`src/rtl/audio_i2s_pkg.sv`:
```
// Shared constants and state type for the I2S sample transmitter.
package audio_i2s_pkg;

    localparam int DEF_SAMPLE_W = 24;
    localparam int DEF_SLOT_W   = 32;

    typedef enum logic [1:0] {
        IDLE  = 2'd0,
        PRIME = 2'd1,
        RUN   = 2'd2
    } tx_state_t;

endpackage

```
`src/rtl/bclk_tick_gen.sv`:
```
// BCLK divider: half-period counter with a one-cycle strobe on the 1->0 edge.
module bclk_tick_gen #(
    parameter int BCLK_HALF = 35
) (
    input  logic clk_i,
    input  logic reset_i,
    input  logic run_i,
    output logic bclk_o,
    output logic fall_tick_o
);
    localparam int DW = (BCLK_HALF > 1) ? $clog2(BCLK_HALF) : 1;
    localparam logic [DW-1:0] LAST = DW'(BCLK_HALF - 1);

    logic [DW-1:0] div_q;
    logic          bclk_q;
    logic          wrap;

    assign wrap = (div_q == LAST);

    // Counter and BCLK are held at zero whenever the transmitter is not running.
    always_ff @(posedge clk_i) begin
        if (reset_i || !run_i) begin
            div_q  <= '0;
            bclk_q <= 1'b0;
        end else if (wrap) begin
            div_q  <= '0;
            bclk_q <= ~bclk_q;
        end else begin
            div_q  <= div_q + DW'(1);
        end
    end

    // High in the cycle whose closing edge drives BCLK low.
    assign fall_tick_o = run_i && wrap && bclk_q;
    assign bclk_o      = bclk_q;

endmodule

```
`src/rtl/i2s_sample_tx.sv`:
```
// I2S transmitter draining the sample FIFO: left/right pops, MSB-first
// serialization with the one-bit I2S delay, and low-watermark underrun handling.
module i2s_sample_tx
    import audio_i2s_pkg::*;
#(
    parameter int BCLK_HALF = 35,
    parameter int SAMPLE_W  = DEF_SAMPLE_W,
    parameter int SLOT_W    = DEF_SLOT_W
) (
    input  logic                clk143,
    input  logic                reset,
    input  logic                enable,
    input  logic [SAMPLE_W-1:0] fifo_dout,
    input  logic                buf_lw,
    output logic                fifo_pop,
    output logic                aud_bclk,
    output logic                aud_daclrck,
    output logic                aud_dacdat,
    output logic [15:0]         underrun_cnt,
    output logic                playing
);
    localparam int BW = $clog2(2 * SLOT_W);
    localparam logic [BW-1:0] LAST_BIT = BW'(2 * SLOT_W - 1);
    localparam logic [BW-1:0] SLOT_B   = BW'(SLOT_W);
    localparam logic [BW-1:0] SAMP_B   = BW'(SAMPLE_W);

    tx_state_t           state_q, state_d;
    logic [BW-1:0]       bit_q, bit_d, nxt_bit, nxt_pos;
    logic                lrck_q, lrck_d;
    logic                dat_q, dat_d;
    logic [SAMPLE_W-1:0] sh_q, sh_d;
    logic [15:0]         ucnt_q, ucnt_d;
    logic                pop_d;
    logic                run, fall_tick;

    assign run = enable && (state_q != IDLE);

    bclk_tick_gen #(.BCLK_HALF(BCLK_HALF)) u_div (
        .clk_i      (clk143),
        .reset_i    (reset),
        .run_i      (run),
        .bclk_o     (aud_bclk),
        .fall_tick_o(fall_tick)
    );

    // Bit index and slot position the frame moves to on this fall tick.
    assign nxt_bit = (bit_q == LAST_BIT) ? '0 : bit_q + BW'(1);
    assign nxt_pos = (nxt_bit >= SLOT_B) ? nxt_bit - SLOT_B : nxt_bit;

    // Next-state: frame sequencing, sample loads, shifting and underrun decisions.
    always_comb begin
        state_d = state_q;
        bit_d   = bit_q;
        lrck_d  = lrck_q;
        dat_d   = dat_q;
        sh_d    = sh_q;
        ucnt_d  = ucnt_q;
        pop_d   = 1'b0;

        case (state_q)
            IDLE: begin
                if (enable) state_d = PRIME;
            end
            PRIME, RUN: begin
                if (fall_tick) begin
                    bit_d  = nxt_bit;
                    lrck_d = (nxt_bit >= SLOT_B);
                    if (nxt_pos == '0) begin
                        // Slot start: delay bit is 0, next word is captured.
                        dat_d = 1'b0;
                        sh_d  = '0;
                        if (state_q == PRIME) begin
                            if (nxt_bit == '0 && !buf_lw) begin
                                state_d = RUN;
                                pop_d   = 1'b1;
                                sh_d    = fifo_dout;
                            end
                        end else if (nxt_bit == '0 && buf_lw) begin
                            // Starved at a left load: mute the whole frame and re-prime.
                            state_d = PRIME;
                            if (ucnt_q != 16'hFFFF) ucnt_d = ucnt_q + 16'd1;
                        end else begin
                            pop_d = 1'b1;
                            sh_d  = fifo_dout;
                        end
                    end else if (nxt_pos <= SAMP_B) begin
                        dat_d = sh_q[SAMPLE_W-1];
                        sh_d  = {sh_q[SAMPLE_W-2:0], 1'b0};
                    end else begin
                        dat_d = 1'b0;
                    end
                end
            end
            default: state_d = IDLE;
        endcase

        // Dropping enable parks everything except the underrun count.
        if (!enable) begin
            state_d = IDLE;
            bit_d   = '0;
            lrck_d  = 1'b0;
            dat_d   = 1'b0;
            sh_d    = '0;
            pop_d   = 1'b0;
        end
    end

    // State and datapath registers.
    always_ff @(posedge clk143) begin
        if (reset) begin
            state_q <= IDLE;
            bit_q   <= '0;
            lrck_q  <= 1'b0;
            dat_q   <= 1'b0;
            sh_q    <= '0;
            ucnt_q  <= '0;
        end else begin
            state_q <= state_d;
            bit_q   <= bit_d;
            lrck_q  <= lrck_d;
            dat_q   <= dat_d;
            sh_q    <= sh_d;
            ucnt_q  <= ucnt_d;
        end
    end

    assign fifo_pop     = pop_d && !reset;
    assign aud_daclrck  = lrck_q;
    assign aud_dacdat   = dat_q;
    assign underrun_cnt = ucnt_q;
    assign playing      = (state_q == RUN);

endmodule

```
`config.mk`:
```
export PLATFORM = sky130hd
export DESIGN_NAME = i2s_sample_tx
export DESIGN_NICKNAME = d
export VERILOG_FILES = /design/src/rtl/audio_i2s_pkg.sv /design/src/rtl/bclk_tick_gen.sv /design/src/rtl/i2s_sample_tx.sv
export SDC_FILE = /design/constraint.sdc
export NUM_CORES = 1
export LEC_CHECK = 0
export BUFFER_PORTS_ARGS = -buffer_cell sky130_fd_sc_hd__buf_2
export CORE_MARGIN = 4
export CORE_UTILIZATION = 30
export DETAILED_ROUTE_END_ITERATION = 6
export PLACE_DENSITY = 0.48
export SYNTH_ARGS = -nofsm -noshare
export SYNTH_HDL_FRONTEND = slang
export SYNTH_SLANG_ARGS = --single-unit
```
`constraint.sdc`:
```
create_clock -name clk143 -period 3 [get_ports clk143]
set_clock_uncertainty 0.15 [all_clocks]
set_input_delay 0.6 -clock clk143 [delete_from_list [all_inputs] [get_ports clk143]]
set_output_delay 0.6 -clock clk143 [all_outputs]
set_load 0.03 [all_outputs]
```
======== Word-level counts from Yosys, hierarchy flattened ========
Cells that the tools add are included.
storage, ports and cells
  bits in registers ....................... 57
  input port bits ......................... 28
  output and inout bits ................... 21
  logic and storage cells ................. 70
cells by class
  add/sub/neg operators ................... 4
  magnitude comparators ................... 2
  equality and inequality tests ........... 9
  mux-type cells .......................... 22
  bitwise gates (word level) .............. 3
  reduce and logical (&&, ||, !) cells .... 22
operators by type and width
  kind                     number
  $mux W24                 5
  $add A16 B1 Y16 const B  1
  $ne A16 B16 Y1 const B   1
  $add A6 B1 Y6 const B    2
  $eq A6 B6 Y1 const B     2
  $logic_not A6 Y1         2
  $mux W6                  2
  $mux W2                  5
  $mux W1                  9
  $ge A6 B6 Y1 const B     1
  $le A6 B5 Y1 const B     1
  $logic_and A1 B1 Y1      6
  $ne A3 B3 Y1 const B     2
  $reduce_and A6 Y1        1
  $reduce_or A2 Y1         3
  $sub A6 B6 Y6 const B    1
  $ne A2 B2 Y1 const B     2
  $pmux W2 S2              1
  $reduce_and A4 Y1        1
  $reduce_bool A2 Y1       2
  $logic_not A1 Y1         3
  $not A1 Y1               3
  $reduce_and A3 Y1        1
  $eq A2 B1 Y1 const B     1
  4 further kinds          4

======== Depth between registers and ports, before layout ========
Gate-level depths: netlist (run 1).
  depth after elaboration ................. 11
  mapped depth ............................ 9
  depth with buffers taken out ............ 7

======== Cells and area by module ========
Synthesis (run 1) repeated with hierarchy kept, for this count alone.
unflattened totals
  cell total of the unflattened synthesis .. 350
  area total of the unflattened synthesis .. 3065.4 sq um
by module, submodules not included
  module         times used  cells each  area an instance (sq um)  sequential area each (sq um)
  i2s_sample_tx  1           317         2763.9                    1001.0
  bclk_tick_gen  1           33          301.5                     140.1

======== Worst setup path after synthesis (run 1) ========
OpenSTA, ideal clock, no wires.
  kind .................................... register -> output
  from .................................... reg bit_q[1]
  to ...................................... out fifo_pop
  arrival ................................. 2781 ps
  required time ........................... 2250 ps
  slack ................................... -531 ps
  cell stages (with the launch flop) ...... 6
  path buffers ............................ 0
  cell sequence ........................... dfxtp_1 > ha_1 > nand2_1 > o31ai_1 > a211oi_1 > a2111oi_0
on the way
  longest elaborated chain between the ends .. 11
RTL lines
  item                                                                   RTL line              RTL
  start, declared                                                        i2s_sample_tx.sv:28   logic [BW-1:0] bit_q, bit_d, nxt_bit, nxt_pos;
  start signal, assigned                                                 i2s_sample_tx.sv:119  bit_q <= bit_d;
  $add A6 B1 Y6 or $eq A6 B6 Y1 (tied branches)                          i2s_sample_tx.sv:47   assign nxt_bit = (bit_q == LAST_BIT) ? '0 : bit_q + BW'(1);
  $mux W6 *                                                              i2s_sample_tx.sv:47
  parallel branches: the longest is 4 deep, another holds $sub A6 B6 Y6  --
  $mux W1 *                                                              i2s_sample_tx.sv:68   if (nxt_pos == '0) begin
  $mux W1 *                                                              i2s_sample_tx.sv:65   if (fall_tick) begin
  $mux W1 *                                                              i2s_sample_tx.sv:60   case (state_q)
  $mux W1 *                                                              i2s_sample_tx.sv:98   if (!enable) begin
  $logic_and A1 B1 Y1 *                                                  i2s_sample_tx.sv:127  assign fifo_pop = pop_d && !reset;
  end, declared                                                          i2s_sample_tx.sv:15   output logic fifo_pop,
Every way passes the cells marked *.

======== Worst setup path in the final report (run 1) ========
  from .................................... reg state_q[0]
  to ...................................... out fifo_pop
on the way
  longest elaborated chain between the ends .. 8
RTL lines
  item                                                                  RTL line              RTL
  start, declared                                                       i2s_sample_tx.sv:27   tx_state_t state_q, state_d;
  start signal, assigned                                                i2s_sample_tx.sv:118  state_q <= state_d;
  parallel branches: the longest is 5 deep, another holds $eq A2 B1 Y1  --
  $mux W1 *                                                             i2s_sample_tx.sv:60
  $mux W1 *                                                             i2s_sample_tx.sv:98
  $logic_and A1 B1 Y1 *                                                 i2s_sample_tx.sv:127
Marked as above.

==> results of run 1 <==
==> worst max-delay path: cells and delay by family, from the launching register on <==
kind	cells	cell delay, ns
DFF	1	0.35
and+or+nand+nor	3	0.62
adders and majority gates	1	0.24
AOI/OAI and AO/OA	1	0.24
buffers and inverters	2	0.30
==> cell type report <==
class	instances	area [um2]	area share
Timing Repair Buffer	59	338	0.0944
Clock inverter	3	40.0	0.0112
Tap cell	133	166	0.0465
Inverter	7	26.3	0.00734
Clock buffer	12	155	0.0433
Sequential cell	57	1150	0.320
Multi-Input combinational cell	272	1710	0.477
==> cell families after synthesis <==
family	Yosys count
xor+xnor	9
buf+inv	36
mux	7
flops	57
compound gates	115
simple gates	132
fa+ha+maj	9
==> placed cells by master, fill, tap and decap left out, drive strengths merged, types with 4 or more instances in the layout <==
| master | count |
|---|---|
| buf | 59 |
| dfxtp | 57 |
| nand2 | 39 |
| o21ai | 36 |
| nor2 | 26 |
| a31oi | 24 |
| o211ai | 23 |
| a21oi | 14 |
| nand3 | 13 |
| clkbuf | 12 |
| or3 | 10 |
| ha | 9 |
| inv | 7 |
| nor2b | 7 |
| xor2 | 6 |
| nor3 | 6 |
| nor4 | 4 |
| nand4 | 4 |
| mux2 | 4 |
==> per-layer routing <==
metal	wire length, um	part of all wire	global-route usage
met5	0	0	0
met4	53	0.0070	0.0451
met3	339	0.045	0.0372
met2	3540	0.46	0.207
met1	3680	0.48	0.184
==> stage by stage <==
step                      setup TNS, ns  power (W)  hold WS [ns]  cells  instance area, um2
after floorplan                       0   0.000814         0.280    365                2970
after global placement                0   0.000847         0.302    526                3340
after global routing            -0.0208    0.00162         0.340    543                3580
after detailed placement              0   0.000848         0.302    526                3340
after CTS                             0    0.00158         0.313    541                3540
final                                 0    0.00155         0.313    543                3580
==> sequential cells by signal, summed over array words and instances, names as in the netlist <==
register      count
state_q           2
bit_q             6
u_div.bclk_o      1
u_div.div_q       6
underrun_cnt     16
aud_daclrck       1
aud_dacdat        1
sh_q             24
==> path summary, 6_finish.rpt <==
check | endpoint | slack, ns
min reg2reg | sh_q[0] | 0.31
min | sh_q[0] | 0.31
max reg2reg | underrun_cnt[10] | 0.26
max | fifo_pop | 0.17
==> power by group <==
part / switching, W / internal [W]
sequential: 0.00000233 / 0.000759
clock: 0.000299 / 0.000422
combinational: 0.0000415 / 0.0000275
total: 0.000343 / 0.00121
==> repair_timing <==
action                                  in CTS  in global routing
endpoints found under the setup margin       1                  1
hold buffers                                 0                  0
cloned                                       0                  0
buffers inserted                             0                  2
pin swaps                                    0                  1
resized for setup                            2                  6
==> metrics.md, run 1 <==
| Metric | Value |
|---|---|
| Worst path max stage delay | `0.35 ns` |
| Status | `finished clean` |
| Post-synthesis cell type count | `53` |
| Critical Path Fanout Max | `5` |
| Synth Area in Simple Gates | `0.226` |
| H-Tree Depth | `3` |
| Initial antenna violation count | `0` |
| Clock buffer depth | `2` |
| Post-synth EDFFs | `0` |
| IO Port Bufs | `48` |
| R2R depth | `8` |
| Worst Setup Slack, final | `0.169 ns` |
| Pre-CTS setup slack | `about 0.3 ns` |
| Largest net degree at the start of global routing | `just under 50` |
| Syn nets | `402` |
| Vias in the first global route | `2616` |
| Die Area | `11500 um2` |
| Final number of setup-violating endpoints | `0` |
| CP max stage cell | `dfxtp_2` |
| Num CTS Buffers | `9` |
| Total grt overflow | `0` |
| PD cells | `434 nW/um2` |
| Antenna diodes | `0` |
| DRC errors left | `0` |
| Worst reg2reg path startpoint | `state_q[0]` |
| Filler cells | `about 1.0k` |
| Die Ht | `107 um` |
| WP data arrival | `2.08 ns` |
| Final Util | `0.370` |
| CP Capture Type | `primary output` |
| Initial DRC count | `about 140` |
| FMAX | `353 MHz` |
| Synth top area share | `0.385` |
| Share of cells above drive strength 1 | `0.222` |
| Startpoint class of the critical path | `flip-flop` |
| Hold Crit Start | `sh_q[0]` |
| Placer congestion estimate | `around 0.8` |
| Slew margin rel. | `0.696` |
| Crit path launch | `state_q[0]` |
| Total Routing Usage GR | `0.135` |
| FF+latch count, synth | `57` |
| Vias | `2791` |
| Row cnt | `36` |
| Count leader, synth | `dfxtp_1` |
| Worst hold path depth | `2` |
| Post-Syn Area per Cell | `slightly above 8 um2` |
| Cell area after synthesis | `2960 um2` |
| CTS sink cnt | `57` |
| IR Drop Worst-Case VDD | `between 0.15 and 0.2 mV` |
| Slew of the pin with the lowest slew margin | `0.456 ns` |
| Max-Cap Viols | `0` |
| Area Growth Syn to Fin | `20.8%` |
| CTS root buffer | `clkbuf_8` |
| Initial Util | `0.306` |
| Final Slew Violations | `0` |
| Worst-path clk slew | `roughly 0.070 ns` |
| Ys Warns | `0` |
| CTS tree | `done` |
| DRT antenna net count | `0` |
| Detailed Routing Iterations Pass 1 | `4` |
| Via density | `5.14` |
| Xor/xnor share of the synthesized area | `0.0266` |
| First-pass GRT wire length | `12.6 mm` |
| Largest area contributor in the netlist | `dfxtp_1` |
| Period utilisation layout | `0.944` |
| Asr flop ratio synth | `0` |
| Cell count after synthesis | `about 370` |
| IO Count | `49` |
| Hold Path Class | `reg -> reg` |
| Estimated wirelength of the detail-placed design | `5.15 mm` |
| Post-synthesis adder-cell area fraction | `0.0380` |
| Synth Area in Compound Gates | `0.248` |
| Clk_lat worst skew | `0.32 ns` |
| Largest family of logic cells by synthesized area | `compound AO/OA/AOI/OAI gates` |
| Synth Flop Type | `dfxtp_1` |
| Crit path cell chain | `inv_1, ha_1, nand3b_1, nor3_2, nand2_1, a2111oi_4, buf_4` |
| Synth area leaders | `dfxtp_1 (38%), o21ai_0 (5.9%), o211ai_1 (5.8%), a31oi_1 (5.1%), nand2_1 (4.9%)` |
| Pleak | `1.24 nW` |
| Register area share after synthesis | `0.385` |
| Die X | `107 um` |
| Commonest cells in the netlist | `dfxtp_1 (57), nand2_1 (39), o21ai_0 (35)` |
| Final Net Count | `443` |
| Final wirelength | `7.61 mm` |
| Routed WL per cell | `around 14 um` |
| Core area | `9680 um2` |
| Mux cell area share after synthesis | `0.0253` |
| CP required | `2.25 ns` |
| Min cycle time layout | `2.83 ns` |
| Crit Path Class | `reg -> out` |
| Hold Vio Cnt, Final | `0` |
No activity file was read; power rests on OpenSTA's default activity.
==> inputs of run 2 (changes only) <==
--- a/config.mk
+++ b/config.mk
@@ -6,10 +6,11 @@
 export NUM_CORES = 1
 export LEC_CHECK = 0
 export BUFFER_PORTS_ARGS = -buffer_cell sky130_fd_sc_hd__buf_2
+export CAP_MARGIN = 20
 export CORE_MARGIN = 4
-export CORE_UTILIZATION = 30
+export CORE_UTILIZATION = 35
 export DETAILED_ROUTE_END_ITERATION = 6
-export PLACE_DENSITY = 0.48
+export PLACE_DENSITY = 0.54
 export SYNTH_ARGS = -nofsm -noshare
 export SYNTH_HDL_FRONTEND = slang
 export SYNTH_SLANG_ARGS = --single-unit
==> constraint.sdc (replaced) <==
create_clock -name clk143 -period 3 [get_ports clk143]
set_clock_uncertainty 0.15 [all_clocks]
set_input_delay 0.3 -clock clk143 [delete_from_list [all_inputs] [get_ports clk143]]
set_output_delay 0.3 -clock clk143 [all_outputs]
set_load 0.03 [all_outputs]
==> metrics.md, run 2 (synthesis results as in run 1) <==
| Metric | Value |
|---|---|
| FMAX | `359 MHz (+1.6%)` |
| Hold Vio Cnt, Final | `0 (unchanged)` |
| Startpoint class of the critical path | `flip-flop` |
| Worst-path clk slew | `0.06 ns (about the same)` |
| Placer congestion estimate | `0.803 (-2.6%)` |
| Share of cells above drive strength 1 | `0.205 (-0.0171)` |
| Max-Cap Viols | `0 (unchanged)` |
| Most flops, register | `sh_q` |
| Most frequent cells in the layout | `dfxtp_1 (57), buf_2 (48), nand2_1 (39), o21ai_0 (35), nor2_1 (26)` |
| Cts repair resizes | `0 (-2)` |
| Pleak | `1.22 nW (-1.6%)` |
| Final wirelength | `7.22 mm (-5.1%)` |
| Estimated wirelength of the detail-placed design | `5.02 mm (-2.6%)` |
| Area Growth Syn to Fin | `17.1%` |
| Clock buffer depth | `2 (unchanged)` |
| Pre-CTS setup slack | `0.276 ns (-0.0184 ns)` |
| Via density | `5.36 (+4.3%)` |
| First-pass GRT wire length | `12.2 mm (-3.3%)` |
| Antenna diodes | `0 (unchanged)` |
| Die Ht | `100 um (-6.9%)` |
| Worst reg2reg setup slack | `0.31 ns (+0.05 ns)` |
| Setup TNS | `0 ns (unchanged)` |
| CP Capture Type | `primary output` |
| H-Tree Depth | `3 (unchanged)` |
| Total Routing Usage GR | `0.151 (+0.0155)` |
| Filler cells | `845 (-18%)` |
| Max FFs per register | `24 (unchanged)` |
| Slew margin rel. | `0.700 (+0.00379)` |
| IO Port Bufs | `48 (unchanged)` |
| CTS root buffer | `clkbuf_8` |
| Most common cell after layout, fill and taps aside | `dfxtp_1` |
| Worst reg2reg path startpoint | `bit_q[0]` |
| Initial antenna violation count | `0 (unchanged)` |
| CTS sink cnt | `57 (unchanged)` |
| Post-CTS setup buffer count | `0 (unchanged)` |
| Initial Util | `0.361 (+0.0547)` |
| IR Drop Worst-Case VDD | `0.191 mV (+17%)` |
| Worst Setup Slack, final | `0.215 ns (+0.0459 ns)` |
| Total grt overflow | `0 (unchanged)` |
| Total power | `0.00145 W (-6.6%)` |
| Final Slew Violations | `0 (unchanged)` |
| Hold Slack | `0.0434 ns (-0.269 ns)` |
| Slew of the pin with the lowest slew margin | `0.451 ns (-0.00569 ns)` |
| Crit Path Class | `reg -> out` |
| Combined area of the multi-input logic cells | `1690 um2 (-1.2%)` |
| Hold Path Class | `in -> reg` |
| Die Area | `10000 um2 (-13%)` |
| Detailed Routing Iterations Pass 1 | `4 (unchanged)` |
| Hold_buf cts | `0 (unchanged)` |
| Critical Path Fanout Max | `10 (+5)` |
| RSZ-0062 raised after global routing | `no` |
| PD cells | `418 nW/um2 (-3.7%)` |
| Crit path to | `fifo_pop` |
| Row cnt | `33 (-8.3%)` |
| Core area | `8220 um2 (-15%)` |
| Die X | `100 um (-6.9%)` |
| Status | `finished clean` |
| DRT antenna net count | `0 (unchanged)` |
| Min cycle time layout | `2.78 ns (-0.0459 ns)` |
| Largest net degree at the start of global routing | `28 (-43%)` |
| Final number of setup-violating endpoints | `0 (unchanged)` |
| Crit path launch | `bit_q[0]` |
| DRC errors left | `0 (unchanged)` |
| Vias | `2761 (-1.1%)` |
| Clk_lat worst skew | `0.34 ns (+0.02 ns)` |
| IO Count | `49 (unchanged)` |
| WP data arrival | `2.33 ns (+0.25 ns)` |
| Routed WL per cell | `14.0 um (about the same)` |
| Period utilisation layout | `0.928 (-0.0153)` |
| Num CTS Buffers | `9 (unchanged)` |
| R2R depth | `6 (-2)` |
| CP required | `2.55 ns (+0.30 ns)` |
| Vias in the first global route | `2545 (-2.7%)` |
| Initial DRC count | `181 (+34%)` |
| CTS tree | `done` |
| Register area | `1140 um2 (-0.44%)` |
| Final Net Count | `443 (unchanged)` |
| Reg2reg end | `underrun_cnt[10]` |
-- run 2: changes by cell type in the layout (fill, tap and decap cells not counted) --
cell,previous run,this run
a2111oi_1,0,1
clkbuf_1,1,2
clkbuf_8,11,10
dfxtp_2,4,0
ha_2,1,0
bufinv_16,1,0
buf_12,1,0
clkinvlp_4,0,1
buf_2,47,48
dfxtp_1,53,57
ha_1,8,9
a2111oi_4,1,0
-- run 2: worst min path at each step --
| stage | from | endpoint | slack [ns] | depth (start not counted) |
|---|---|---|---|---|
| 2_1_floorplan | fifo_dout[0] | sh_q[0] | 0.27 | 1 |
| 3_3_place_gp | sh_q[0] | sh_q[0] | 0.30 | 2 |
| 3_5_place_dp | sh_q[0] | sh_q[0] | 0.30 | 2 |
| 4_1_cts | fifo_dout[0] | sh_q[0] | 0.03 | 2 |
| 5_1_grt | fifo_dout[0] | sh_q[0] | 0.06 | 2 |
| 6_report | fifo_dout[0] | sh_q[0] | 0.04 | 2 |
-- run 2: final cells by class --
class | instances | share of cell area
inverters | 7 | 0.00757
multi-input cells | 272 | 0.486
flip-flops and latches | 57 | 0.329
repair buffers | 59 | 0.0930
clock buffers | 12 | 0.0418
clock inverters | 3 | 0.00505
well taps | 105 | 0.0378
-- run 2: report_power, final --
group          total (W)  leakage, nW  internal [W]  switching, W
combinational  0.0000678        0.679     0.0000272     0.0000406
clock           0.000621       0.0822      0.000315      0.000306
sequential      0.000761        0.459      0.000759    0.00000246
total            0.00145         1.22       0.00110      0.000349
-- run 2: metal layers --
metal,track usage,part of all wire,vias to the layer above
met5,0,0,-
met4,0.0466,0.0097,0
met3,0.0493,0.053,5
met2,0.229,0.46,52
met1,0.204,0.47,1291
li1,-,-,1413
-- run 2: stage by stage --
stage / cell area [um2] / std cells / util
after floorplan: 2970 / 365 / -
after global placement: 3300 / 500 / 0.402
after detailed placement: 3300 / 500 / 0.402
after CTS: 3470 / 515 / 0.422
after global routing: 3470 / 515 / 0.423
final: 3470 / 515 / 0.423
-- run 2: critical path, stage by stage (launching register included) --
cell and delay (ns):
dfxtp_1 0.48, ha_1 0.33, nand2_1 0.12, o31ai_1 0.24, a211oi_1 0.11, a2111oi_1 0.34, buf_4 0.19, buf_2 0.19
==> inputs of run 3 (changes only) <==
--- a/config.mk
+++ b/config.mk
@@ -10,7 +10,7 @@
 export CORE_MARGIN = 4
 export CORE_UTILIZATION = 35
 export DETAILED_ROUTE_END_ITERATION = 6
-export PLACE_DENSITY = 0.54
+export PLACE_DENSITY = 0.55
 export SYNTH_ARGS = -nofsm -noshare
 export SYNTH_HDL_FRONTEND = slang
 export SYNTH_SLANG_ARGS = --single-unit
==> constraint.sdc (replaced) <==
create_clock -name clk143 -period 3.5 [get_ports clk143]
set_clock_uncertainty 0.15 [all_clocks]
set_input_delay 0.35 -clock clk143 [delete_from_list [all_inputs] [get_ports clk143]]
set_output_delay 0.35 -clock clk143 [all_outputs]
set_load 0.03 [all_outputs]
==> metrics.md, run 3 (synthesis results as in run 1) <==
| Metric | Value |
|---|---|
| Die Ht | `100 um (unchanged)` |
| Total power | `0.00134 W (-7.6%)` |
| Die X | `100 um (unchanged)` |
| Initial DRC count | `106 (-41%)` |
| Worst Hold Path EP | `sh_q[0]` |
| Initial antenna violation count | `0 (unchanged)` |
| CTS tree | `done` |
| Vias in the first global route | `2599 (+2.1%)` |
| First-pass GRT wire length | `12.2 mm (about the same)` |
| Final Net Count | `438 (-1.1%)` |
| Worst reg2reg path startpoint | `state_q[1]` |
| CTS root buffer | `clkbuf_8` |
| DRT antenna net count | `0 (unchanged)` |
| Most frequent cells in the layout | `dfxtp_1 (57), buf_2 (48), nand2_1 (39), o21ai_0 (35), nor2_1 (26)` |
| IO Port Bufs | `48 (unchanged)` |
| IR Drop Worst-Case VDD | `0.223 mV (+17%)` |
| Hold Vio Cnt, Final | `0 (unchanged)` |
| Max-Cap Viols | `0 (unchanged)` |
| CTS sink cnt | `57 (unchanged)` |
| Final number of setup-violating endpoints | `0 (unchanged)` |
| Die Area | `10000 um2 (unchanged)` |
| Routed WL per cell | `14.0 um (-0.50%)` |
| Slew of the pin with the lowest slew margin | `0.815 ns (+0.365 ns)` |
| Initial Util | `0.361 (unchanged)` |
| Worst-path clk slew | `0.06 ns (about the same)` |
| Vias | `2764 (+0.11%)` |
| Core area | `8220 um2 (unchanged)` |
| IO Count | `49 (unchanged)` |
| Area Growth Syn to Fin | `17.1% (about the same)` |
| Hold Crit Start | `fifo_dout[0]` |
| Cts repair resizes | `0 (unchanged)` |
| Total grt overflow | `0 (unchanged)` |
| Hold Path Class | `in -> reg` |
| Share of cells above drive strength 1 | `0.198 (-0.00735)` |
| Setup TNS | `0 ns (unchanged)` |
| Status | `finished clean` |
| Crit path cell chain | `ha_1, nand2_1, o31ai_1, a211oi_1, a2111oi_0, buf_4, buf_2` |
| R2R depth | `7 (+1)` |
| Clock buffer depth | `2 (unchanged)` |
| CP max stage cell | `dfxtp_1` |
| Slew margin rel. | `0.455 (-0.244)` |
| RSZ-0062 raised after global routing | `no` |
| Final Slew Violations | `0 (unchanged)` |
| Hold_buf cts | `0 (unchanged)` |
| Estimated wirelength of the detail-placed design | `4.84 mm (-3.7%)` |
| Crit Path Class | `reg -> out` |
| Top Family by Delay on Critical Path | `compound AO/OA/AOI/OAI gates` |
| Period utilisation layout | `0.822` |
| Most common cell after layout, fill and taps aside | `dfxtp_1` |
| Num CTS Buffers | `9 (unchanged)` |
| Antenna diodes | `0 (unchanged)` |
| Worst path max stage delay | `0.49 ns (about the same)` |
| Post-CTS setup buffer count | `0 (unchanged)` |
| Clk_lat worst skew | `0.33 ns (about the same)` |
| Max FFs per register | `24 (unchanged)` |
| Worst hold path depth | `2 (unchanged)` |
| FMAX | `347 MHz` |
| Worst reg2reg setup slack | `0.75 ns (+0.44 ns)` |
| Row cnt | `33 (unchanged)` |
| Filler cells | `856 (+1.3%)` |
| Via density | `5.42 (+1.1%)` |
| Largest net degree at the start of global routing | `49 (+75%)` |
| Critical Path Fanout Max | `10 (unchanged)` |
| CP required | `3.00 ns (+0.45 ns)` |
| Startpoint class of the critical path | `flip-flop` |
| CP Capture Type | `primary output` |
| H-Tree Depth | `3 (unchanged)` |
| Reg2reg end | `underrun_cnt[9]` |
| Final wirelength | `7.12 mm (-1.5%)` |
| Placer congestion estimate | `0.804 (+0.22%)` |
| Detailed Routing Iterations Pass 1 | `4 (unchanged)` |
| Pleak | `1.21 nW (-1.1%)` |
| WP data arrival | `2.38 ns (+0.05 ns)` |
| Buffers and inverters on the worst path | `2 (unchanged)` |
| Min cycle time layout | `2.88 ns` |
| DRC errors left | `0 (unchanged)` |
| Total Routing Usage GR | `0.149 (-0.00181)` |
| PD cells | `386 nW/um2 (-7.5%)` |
| Final Util | `0.422 (about the same)` |
| Most flops, register | `sh_q` |
[run 3: cell count changes in the layout (fill, tap and decap cells not counted), moves of 2 or more]
cell and delta:
clkbuf_1 -2, clkinv_2 -2, clkinvlp_4 +2, buf_4 -5
[run 3: worst max path at each step]
stage	startpoint	endpoint	slack [ns]	cells after the start
4_1_cts	bit_q[0]	fifo_pop	0.62	7
2_1_floorplan	bit_q[1]	fifo_pop	0.22	5
6_report	bit_q[0]	fifo_pop	0.62	7
3_5_place_dp	state_q[1]	underrun_cnt[9]	0.72	7
5_1_grt	bit_q[0]	fifo_pop	0.38	7
3_3_place_gp	state_q[0]	underrun_cnt[9]	0.76	7
[run 3: final cells by class]
type | count | area (um2) | share of cell area
clock buffers | 11 | 151 | 0.0436
clock inverters | 4 | 52.6 | 0.0151
inverters | 7 | 26.3 | 0.00757
multi-input cells | 272 | 1680 | 0.485
flip-flops and latches | 57 | 1140 | 0.329
well taps | 105 | 131 | 0.0379
repair buffers | 54 | 285 | 0.0822
[run 3: through the flow]
stage / setup slack [ns] / cells / area (um2) / hold WS (ns)
4_1_cts: 0.623 / 510 / 3470 / 0.0952
3_3_place_gp: 0.762 / 495 / 3270 / 0.293
5_1_grt: 0.379 / 510 / 3470 / 0.117
3_5_place_dp: 0.716 / 495 / 3270 / 0.307
2_1_floorplan: 0.219 / 365 / 2960 / 0.280
6_report: 0.622 / 510 / 3470 / 0.108
[run 3: layer usage]
layer  global-route usage  part of all wire  wire length (um)  vias up
met4               0.0611             0.012                82        0
met1                0.200              0.49              3510     1286
met2                0.232              0.44              3160       60
li1                     -                 -                 -     1410
met5                    0                 0                 0        -
met3               0.0334             0.050               356        8
[run 3: power by group]
group	total [W]	internal (W)	switching, W
combinational	0.0000577	0.0000234	0.0000343
clock	0.000630	0.000363	0.000267
sequential	0.000652	0.000650	0.00000202
